File: config.mk
export PLATFORM = sky130hd
export DESIGN_NAME = tcp_ip_stack_core
export DESIGN_NICKNAME = d
export VERILOG_FILES = /design/src/rtl/tcp_ip_stack_pkg.sv /design/src/rtl/stream_fifo.sv /design/src/rtl/tcp_ip_stack_core.sv
export SDC_FILE = /design/constraint.sdc
export NUM_CORES = 1
export LEC_CHECK = 0
export CELL_PAD_IN_SITES_DETAIL_PLACEMENT = 1
export CELL_PAD_IN_SITES_GLOBAL_PLACEMENT = 1
export CORE_UTILIZATION = 49
export CTS_CLUSTER_DIAMETER = 40
export DETAILED_ROUTE_END_ITERATION = 8
export PLACE_DENSITY = 0.84
export REMOVE_ABC_BUFFERS = 1
export SLEW_MARGIN = 0
export SYNTH_ARGS = -nofsm -noshare
export SYNTH_HDL_FRONTEND = slang
export SYNTH_SLANG_ARGS = --single-unit
File: constraint.sdc
create_clock -name clk -period 2.8 [get_ports clk]
set_clock_uncertainty 0.2 [all_clocks]
set_input_delay 0.56 -clock clk [delete_from_list [all_inputs] [get_ports clk]]
set_output_delay 0.56 -clock clk [all_outputs]
set_load 0.005 [all_outputs]
File: src/rtl/tcp_ip_stack_pkg.sv
// Shared widths and the ones'-complement adder for the TCP/IP stack core.
package tcp_ip_stack_pkg;

    localparam int DATA_W = 32;
    localparam int CSUM_W = 16;

    // 16-bit ones'-complement addition with end-around carry.
    function automatic logic [CSUM_W-1:0] onesAdd(input logic [CSUM_W-1:0] a,
                                                   input logic [CSUM_W-1:0] b);
        logic [CSUM_W:0] sum;
        sum = {1'b0, a} + {1'b0, b};
        return sum[CSUM_W-1:0] + {{(CSUM_W-1){1'b0}}, sum[CSUM_W]};
    endfunction

endpackage

File: src/rtl/stream_fifo.sv
// Valid/ready elastic buffer with fall-through read of registered storage.
// Pointers carry one extra wrap bit so full and empty can be told apart.
module stream_fifo #(
    parameter int DATA_W = 32,
    parameter int DEPTH  = 4
) (
    input  logic              clk,
    input  logic              rst_n,
    input  logic [DATA_W-1:0] in_data_i,
    input  logic              in_valid_i,
    output logic              in_ready_o,
    output logic [DATA_W-1:0] out_data_o,
    output logic              out_valid_o,
    input  logic              out_ready_i
);

    localparam int AW = $clog2(DEPTH);

    logic [AW:0]       wrPtr_q, wrPtr_d;
    logic [AW:0]       rdPtr_q, rdPtr_d;
    logic [DATA_W-1:0] mem_q [DEPTH];
    logic              full;
    logic              empty;
    logic              push;
    logic              pop;

    // Occupancy flags from pointer comparison; ready ignores a same-cycle pop.
    always_comb begin
        empty       = (wrPtr_q == rdPtr_q);
        full        = (wrPtr_q[AW] != rdPtr_q[AW]) &&
                      (wrPtr_q[AW-1:0] == rdPtr_q[AW-1:0]);
        in_ready_o  = !full;
        out_valid_o = !empty;
        out_data_o  = mem_q[rdPtr_q[AW-1:0]];
        push        = in_valid_i && !full;
        pop         = out_ready_i && !empty;
        wrPtr_d     = push ? wrPtr_q + 1'b1 : wrPtr_q;
        rdPtr_d     = pop  ? rdPtr_q + 1'b1 : rdPtr_q;
    end

    // Pointer and storage registers; reset discards everything buffered.
    always_ff @(posedge clk or negedge rst_n) begin
        if (!rst_n) begin
            wrPtr_q <= '0;
            rdPtr_q <= '0;
            for (int i = 0; i < DEPTH; i++) begin
                mem_q[i] <= '0;
            end
        end else begin
            wrPtr_q <= wrPtr_d;
            rdPtr_q <= rdPtr_d;
            if (push) begin
                mem_q[wrPtr_q[AW-1:0]] <= in_data_i;
            end
        end
    end

endmodule

File: src/rtl/tcp_ip_stack_core.sv
// Bidirectional word transport: app -> MAC (TX) and MAC -> app (RX), each
// through its own stream_fifo so the directions never stall each other.
// Optional running checksums of departing words: define TCP_IP_STACK_CSUM_EN.
module tcp_ip_stack_core
    import tcp_ip_stack_pkg::*;
#(
    parameter int DEPTH = 4
) (
    input  logic              clk,
    input  logic              rst_n,
    input  logic [DATA_W-1:0] app_tx_data,
    input  logic              app_tx_valid,
    output logic              app_tx_ready,
    output logic [DATA_W-1:0] app_rx_data,
    output logic              app_rx_valid,
    input  logic              app_rx_ready,
    output logic [DATA_W-1:0] eth_tx_data,
    output logic              eth_tx_valid,
    input  logic              eth_tx_ready,
    input  logic [DATA_W-1:0] eth_rx_data,
    input  logic              eth_rx_valid,
    output logic              eth_rx_ready
`ifdef TCP_IP_STACK_CSUM_EN
    ,
    input  logic              csum_clr,
    output logic [CSUM_W-1:0] tx_csum,
    output logic [CSUM_W-1:0] rx_csum
`endif
);

    stream_fifo #(.DATA_W(DATA_W), .DEPTH(DEPTH)) txFifo (
        .clk         (clk),
        .rst_n       (rst_n),
        .in_data_i   (app_tx_data),
        .in_valid_i  (app_tx_valid),
        .in_ready_o  (app_tx_ready),
        .out_data_o  (eth_tx_data),
        .out_valid_o (eth_tx_valid),
        .out_ready_i (eth_tx_ready)
    );

    stream_fifo #(.DATA_W(DATA_W), .DEPTH(DEPTH)) rxFifo (
        .clk         (clk),
        .rst_n       (rst_n),
        .in_data_i   (eth_rx_data),
        .in_valid_i  (eth_rx_valid),
        .in_ready_o  (eth_rx_ready),
        .out_data_o  (app_rx_data),
        .out_valid_o (app_rx_valid),
        .out_ready_i (app_rx_ready)
    );

`ifdef TCP_IP_STACK_CSUM_EN
    logic [CSUM_W-1:0] txCsum_q, txCsum_d;
    logic [CSUM_W-1:0] rxCsum_q, rxCsum_d;

    // Fold both halves of each departing word in; clear wins over an update.
    always_comb begin
        txCsum_d = txCsum_q;
        rxCsum_d = rxCsum_q;
        if (csum_clr) begin
            txCsum_d = '0;
            rxCsum_d = '0;
        end else begin
            if (eth_tx_valid && eth_tx_ready) begin
                txCsum_d = onesAdd(onesAdd(txCsum_q, eth_tx_data[31:16]),
                                   eth_tx_data[15:0]);
            end
            if (app_rx_valid && app_rx_ready) begin
                rxCsum_d = onesAdd(onesAdd(rxCsum_q, app_rx_data[31:16]),
                                   app_rx_data[15:0]);
            end
        end
    end

    // Checksum registers.
    always_ff @(posedge clk or negedge rst_n) begin
        if (!rst_n) begin
            txCsum_q <= '0;
            rxCsum_q <= '0;
        end else begin
            txCsum_q <= txCsum_d;
            rxCsum_q <= rxCsum_d;
        end
    end

    assign tx_csum = txCsum_q;
    assign rx_csum = rxCsum_q;
`endif

endmodule

Word-level counts from Yosys, hierarchy flattened
Cells that the tools add are included.
- register bits: 268
- bits of input ports: 70
- output and inout bits: 68
- word-level logic and storage cells: 56
- add/subtract/negate cells: 4
- $lt $le $gt $ge: 6
- equality and inequality tests: 6
- mux-type cells: 12
- bitwise operators: 4
- reductions and logical operators: 12
- operator list (kind ; number):
    $bwmux 128 ; 2
    $mux 32 ; 6
    $bmux 32 s2 ; 2
    $demux 32 s2 ; 2
    $add 3x1->3 const B ; 4
    $ge 3x3->1 const B ; 4
    $not 2->3 ; 4
    $logic_and 1x1->1 ; 8
    $eq 3x3->1 ; 2
    $lt 3x1->1 const B ; 2
    $eq 2x2->1 ; 2
    $logic_not 1->1 ; 4
    $ne 1x1->1 ; 2

Longest topological paths before layout
Gate-level depths: netlist of the first run.
- word-level depth: 6
- mapped depth: 6
- depth with buffers taken out: 5

Modules after synthesis
From an unflattened synthesis of the first run, not the netlist that was laid out.
- cell total of the unflattened synthesis: 706
- area total of the unflattened synthesis: 13030.0 sq um
- by module, submodules not included (module ; instances ; cells each ; area an instance (sq um)):
    stream_fifo ; 2 ; 353 ; 6515.0

Least setup slack after synthesis of the first run
Ideal clock, no wire load.
- kind: register to output
- from: register rxFifo.rdPtr_q[0]
- to: output port app_rx_data[0]
- arrival time: 1.404 ns
- required time: 2.040 ns
- slack: 0.636 ns
- stages on the path, launching flop included: 4
- path buffers: 2
- cell sequence: dfrtp_1 -> buf_2 -> buf_2 -> mux4_2
- cells in the longest elaborated chain, start to end: 4
- ends and longest elaborated chain (item ; line ; source):
    start: declaration ; stream_fifo.sv:20 ; logic [AW:0] rdPtr_q, rdPtr_d;
    start signal: assignment ; stream_fifo.sv:51 ; rdPtr_q <= rdPtr_d;
    $not 2->3 (not written as such) ; stream_fifo.sv:34 ; out_data_o = mem_q[rdPtr_q[AW-1:0]];
    $bmux 32 s2 ; stream_fifo.sv:34 ;
    $mux 32 (not written as such) (2 in series) ; stream_fifo.sv:34 ;
    end: declaration ; tcp_ip_stack_core.sv:14 ; output logic [DATA_W-1:0] app_rx_data,
No other way between the ends. The select of a mux whose other input is x is not followed.

Worst setup path after layout of the first run
- from: register rxFifo.rdPtr_q[0]
- to: output port app_rx_data[20]
Same word-level chain as after synthesis.

==> flow_summary.ini, run 1 <==
[status]
status = completed

[placed_design]
gp_congestion = 0.772
hpwl_um = 19300
io_buffers = 137
dp_slack_ps = 144

[clocking]
ctsLongestPathBuffers = 3
cts-buffers-inserted = 40
cts_root_buf = clkbuf_16
htree_levels = 2
clk_pin_slew_worst_paths_ps = 50
clk_latency_ps = 520
cts.sinks = 268
tritoncts = done

[die]
die_w_um = 163
ioPinCount = 138
num_rows = 58
die_h_um = 163
dieArea_um2 = 26600
coreArea_um2 = 25300
start_util_pct = 50.3

[synth]
synth_area_leaders = dfrtp_1, mux2_4, mux4_2, mux2_2, buf_6
yosysWarnings = 0
ys_types = 27
yosysMostFrequentCell = dfrtp_1
ys_seq_area_share_pct = 52.6
ys_seq_elements = 268
synth_edf_count = 0
syn-instance-count = 706
netlist.top_cell.by_area = dfrtp_1
synth.cell_area_um2 = 12700
synth.avg_cell_area_um2 = 18.0
synthTopCellsByCount = dfrtp_1, mux2_4, mux2_2
synth_flop_cell = dfrtp_1
synth_top_area_share_pct = 52.6
async_flop_share_pct = 100

[worst_setup_path]
crit_type = flop to primary output
r2r_setup_slack_ps = 340
r2r-start = rxFifo.rdPtr_q[0]
cp_max_fo = 6
arrival_ps = 2010
worst_ep_required_time_ps = 2040
r2r-end = rxFifo.mem_q[31]
crit_path_end_kind = primary output
critical_path.startpoint_type = flop
r2r_cells = 6

[sta]
fin_tns_setup_ps = 0
rsz0062_at_grt = yes
maxSlewHeadroom_pct = 59.8
finalCritPeriodShare_pct = 98.9
setup_ws_ps = 31.5
fin_crit_ps = 2770
fin_hold_ws_ps = 303
slew_viol_final = 0
max_clock_freq_ghz = 0.361
hold_violations = 0
setup-violations-final = 0
tightest_slew_ps = 601

[pwr]
peakVddDrop_v = 0.000791
p_sw_uw = 7480
power.leakage_uw = 0.00701
power_frac_clock_pct = 22.6
p_seq_share_pct = 31.8
combPwrFrac_pct = 45.7
p_int_uw = 15800
finalPower_uw = 23300
powerDensity_nw_per_um2 = 1430
swShare_pct = 32.1

[cells_and_area]
fin_util_pct = 64.5
drive_above_1_share_pct = 53.3
syn2layout_area_growth_pct = 28.2
nets = 980
num_antenna_cells = 0

[detailed_routing]
final_antenna_net_count = 0
routedWlPerCell_um = 26.6
vias = 7145
drt_iter0_drc = 387
viasPerCell = 5.68
totalWireLength_um = 33500
dr.pass1.iters = 4
drc = 0

[min_path]
min_path_cells = 1
min_to = rxFifo.mem_q[63]
hp-class = flop to flop
worstHoldStart = rxFifo.mem_q[63]

[flow_run]
cap_violations = 0

[grt]
grt-ovfl-total = 0
grt.total_usage_pct = 25.9
antenna_found_initial = 0
grt_pass1_vias = 8596
grt_pass1_wl_um = 52000
grt_max_degree = 69
[sequential cells by signal (all words and copies together), names as in the netlist]
register,count
rxFifo.rdPtr_q,3
rxFifo.wrPtr_q,3
txFifo.rdPtr_q,3
txFifo.mem_q,128
txFifo.wrPtr_q,3
rxFifo.mem_q,128
[power by group through the flow]
| stage | Sequential, uW | Clock [uW] | Combinational, uW |
|---|---|---|---|
| 2_1_floorplan | 7040 | 0 | 6310 |
| 3_3_place_gp | 7020 | 0 | 9980 |
| 3_5_place_dp | 7280 | 0 | 10400 |
| 4_1_cts | 7350 | 5320 | 10200 |
| 5_1_grt | 7590 | 5490 | 11300 |
| 6_report | 7400 | 5250 | 10600 |
[timing repair]
action,4_1_cts,5_1_grt
pin swaps,0,4
hold endpoints to repair,62,0
hold buffers,1,0
setup endpoints to repair,68,57
resized for setup,107,66
buffers inserted,8,10
gates cloned,1,6
[kinds of logic (layout without fill, tap and decap cells)]
kind of cell	Yosys count	in the layout	synth area share, %
adder cells (fa/ha/maj)	10	10	0.982
XOR/XNOR	16	16	1.63
buffers and inverters	47	270	2.97
AND/OR/NAND/NOR	18	18	0.580
multiplexers	324	324	39.0
AO/OA/AOI/OAI	23	23	2.24
flip-flops	268	268	52.6
[stage by stage]
step | area [um^2] | instances
after global routing | 16300 | 1259
after floorplan | 12400 | 666
after detailed placement | 14600 | 1163
after CTS | 16100 | 1244
after global placement | 14600 | 1163
final | 16300 | 1259
[cell usage in the layout, fill, tap and decap left out, types with 13 or more instances in the layout]
master,Yosys,layout
buf_12,0,18
buf_4,1,24
clkbuf_16,0,46
clkbuf_2,0,15
clkdlybuf4s15_1,0,33
clkdlybuf4s50_1,0,68
dfrtp_1,268,261
dlygate4sd2_1,0,13
mux2_2,102,102
mux2_4,158,158
mux4_2,64,64
[how the worst max path moves through the flow]
stage                      start              end  slack (ps)  cells after the start
2_1_floorplan  txFifo.rdPtr_q[0]  txFifo.mem_q[0]        -960                      3
6_report       rxFifo.rdPtr_q[0]  app_rx_data[20]          30                      3
3_5_place_dp        eth_rx_valid  rxFifo.mem_q[1]         140                      5
3_3_place_gp   txFifo.rdPtr_q[0]  eth_tx_data[13]         250                      3
5_1_grt        rxFifo.rdPtr_q[0]  app_rx_data[20]         -40                      3
4_1_cts        txFifo.rdPtr_q[0]  eth_tx_data[21]         -70                      5
[worst max-delay path, cell delays in order (launching register included)]
cell	delay, ps
dfrtp_2	500
buf_6	210
mux4_2	510
dlygate4sd2_1	270
[final cells by class]
| class | instances | area, um^2 |
|---|---|---|
| multi-input combinational | 391 | 5720 |
| timing repair buffer | 192 | 2050 |
| sequential | 268 | 6720 |
| tap | 330 | 413 |
| clock inverter | 20 | 287 |
| clock buffer | 51 | 1110 |
| fill | 2108 | 9000 |
| inverter | 7 | 26.3 |
[per-layer routing]
layer | GRT usage, % | wire length [um] | share of wire [%]
met4 | 6.67 | 681 | 2.0
met5 | 0 | 0 | 0
met3 | 5.54 | 1590 | 4.7
met2 | 45.7 | 17600 | 52
met1 | 32.2 | 13700 | 41
(Power assumes the default switching activity.)
==> inputs of run 2 (changes only) <==
--- a/config.mk
+++ b/config.mk
@@ -10,7 +10,8 @@
 export CORE_UTILIZATION = 49
 export CTS_CLUSTER_DIAMETER = 40
 export DETAILED_ROUTE_END_ITERATION = 8
-export PLACE_DENSITY = 0.84
+export DONT_BUFFER_PORTS = 1
+export PLACE_DENSITY_LB_ADDON = 0.2
 export REMOVE_ABC_BUFFERS = 1
 export SLEW_MARGIN = 0
 export SYNTH_ARGS = -nofsm -noshare
==> constraint.sdc (replaced) <==
create_clock -name clk -period 2.3 [get_ports clk]
set_clock_uncertainty 0.2 [all_clocks]
set_input_delay 0.46 -clock clk [delete_from_list [all_inputs] [get_ports clk]]
set_output_delay 0.46 -clock clk [all_outputs]
set_load 0.005 [all_outputs]
==> run 2 against run 1 <==
The run now ends with negative hold slack, negative setup slack left. Critical path depth unchanged. Wire length shrank 11%. Register-to-register slack worse by 280 ps. Clock-buffer cell count down 5. Design area shrank 4.8%. Worst hold slack got worse by 860 ps. Utilization is 3.1 points lower. Critical path type unchanged. Critical endpoint is now eth_tx_data[27]. Largest cell class unchanged.
==> flow_summary.ini, run 2 (synthesis gave the netlist of run 1 again) <==
[detailed_routing]
dr.pass1.iters = 4
final_antenna_net_count = 0
viasPerCell = 5.68
drc = 0
routedWlPerCell_um = 25.3
totalWireLength_um = 29700
drt_iter0_drc = 367
vias = 6661

[grt]
grt_max_degree = 269
antenna_found_initial = 1
grt_pass1_vias = 7803
grt-ovfl-total = 0
grt.total_usage_pct = 23.0
grt_pass1_wl_um = 46700

[cells_and_area]
reg.largest.list = rxFifo.mem_q (128), txFifo.mem_q (128)
nets = 892
final-seq-area_um2 = 6710
drive_above_1_share_pct = 53.9
stdcell_area_um2 = 15600
syn2layout_area_growth_pct = 22.1
final_common_cell = dfrtp_1
multi_input_area_um2 = 5680
layout_common_cells = dfrtp_1, mux2_4, mux2_2, dlygate4sd3_1, mux4_2
fill_cells = 2183

[clocking]
htree_levels = 2
cts.sinks = 268
cts-buffers-inserted = 41
clk_pin_slew_worst_paths_ps = 60
ctsLongestPathBuffers = 3
cts_root_buf = clkbuf_16
clk_latency_ps = 510
tritoncts = done
hold_buffers = 68

[placed_design]
place_area_um2 = 13200
hpwl_um = 16900
gp_congestion = 0.757
io_buffers = 0

[status]
failed_checks = negative hold slack, negative setup slack
status = finished with violations

[flow_run]
cap_violations = 0

[sta]
tightest_slew_ps = 614
setup_ws_ps = -177
finalCritPeriodShare_pct = 108
rsz0062_at_grt = yes
setup-violations-final = 66
slew_viol_final = 0
hold_violations = 268
max_clock_freq_ghz = 0.404
maxSlewHeadroom_pct = 58.9
fin_crit_ps = 2480
fin_hold_ws_ps = -559

[worst_setup_path]
crit_path_max_incr_delay_ps = 530
cpLargestDelayFamily = multiplexers
r2r_setup_slack_ps = 60
cp_max_fo = 4
r2r_cells = 4
crit_path_end_kind = primary output
crit_chain = buf_6, clkbuf_16, mux4_2
r2r-end = txFifo.mem_q[87]
critPathSlowestCell = mux4_2
arrival_ps = 1820
worst_ep_required_time_ps = 1640
r2r-start = txFifo.wrPtr_q[0]
path_buf_inv = 2
crit_type = flop to primary output
critical_path.startpoint_type = flop

[die]
coreArea_um2 = 25300
num_rows = 58
dieArea_um2 = 26600
start_util_pct = 50.3
ioPinCount = 138
die_w_um = 163
die_h_um = 163

[pwr]
power.leakage_uw = 0.00661
finalPower_uw = 26100
powerDensity_nw_per_um2 = 1680
peakVddDrop_v = 0.000855

[min_path]
hp-class = primary input to asynchronous set/reset pin
-- run 2: worst max-delay path by stage --
stage	startpoint	to	cells past startpoint
3_3_place_gp	txFifo.wrPtr_q[0]	txFifo.mem_q[74]	4
5_1_grt	txFifo.wrPtr_q[0]	eth_tx_valid	2
4_1_cts	txFifo.rdPtr_q[0]	eth_tx_data[6]	3
3_5_place_dp	txFifo.wrPtr_q[0]	txFifo.mem_q[83]	4
6_report	txFifo.rdPtr_q[0]	eth_tx_data[27]	3
2_1_floorplan	txFifo.rdPtr_q[0]	txFifo.mem_q[0]	3
-- run 2: stage by stage --
stage               instances  setup slack [ps]  setup TNS (ps)  util, %
floorplan                 666             -1460         -371760        -
global placement         1018               164               0     52.0
detailed placement       1018              78.1               0     52.0
CTS                      1167              -205           -9410     61.0
global route             1172              -227          -13820     61.4
finish                   1172              -177          -10280     61.4
-- run 2: routing by layer --
layer | vias to the layer above | wire length [um] | global-route usage, % | part of all wire, %
li1 | 2857 | - | - | -
met1 | 3608 | 12200 | 29.3 | 41
met2 | 150 | 15400 | 39.3 | 52
met3 | 46 | 1530 | 5.31 | 5.2
met4 | 0 | 609 | 6.41 | 2.1
met5 | - | 0 | 0 | 0
-- run 2: area by class of cell --
class | instances | area share [%]
repair buffers | 103 | 8.32
flip-flops and latches | 268 | 43.1
well taps | 330 | 2.65
clock buffers | 46 | 6.97
clock inverters | 26 | 2.21
multi-input cells | 391 | 36.5
diodes | 1 | 0.0161
inverters | 7 | 0.169
-- run 2: where the power goes --
part           switching (uW)  total, uW  internal, uW
logic                    4270      10800          6520
registers                1660       8850          7190
clock network            2330       6450          4120
-- run 2: timing repair --
action | 4_1_cts | 5_1_grt
pin swaps | 0 | 1
setup buffers | 6 | 1
resized for setup | 5 | 4
setup endpoints to repair | 68 | 84
cloned | 3 | 4
endpoints found under the hold margin | 533 | 268
-- run 2: worst reg2reg max path, stage by stage (launching register included) --
cell and delay, ps:
dfrtp_1 490, xnor2_2 540, a31oi_4 310, buf_12 260
mux2_4 330
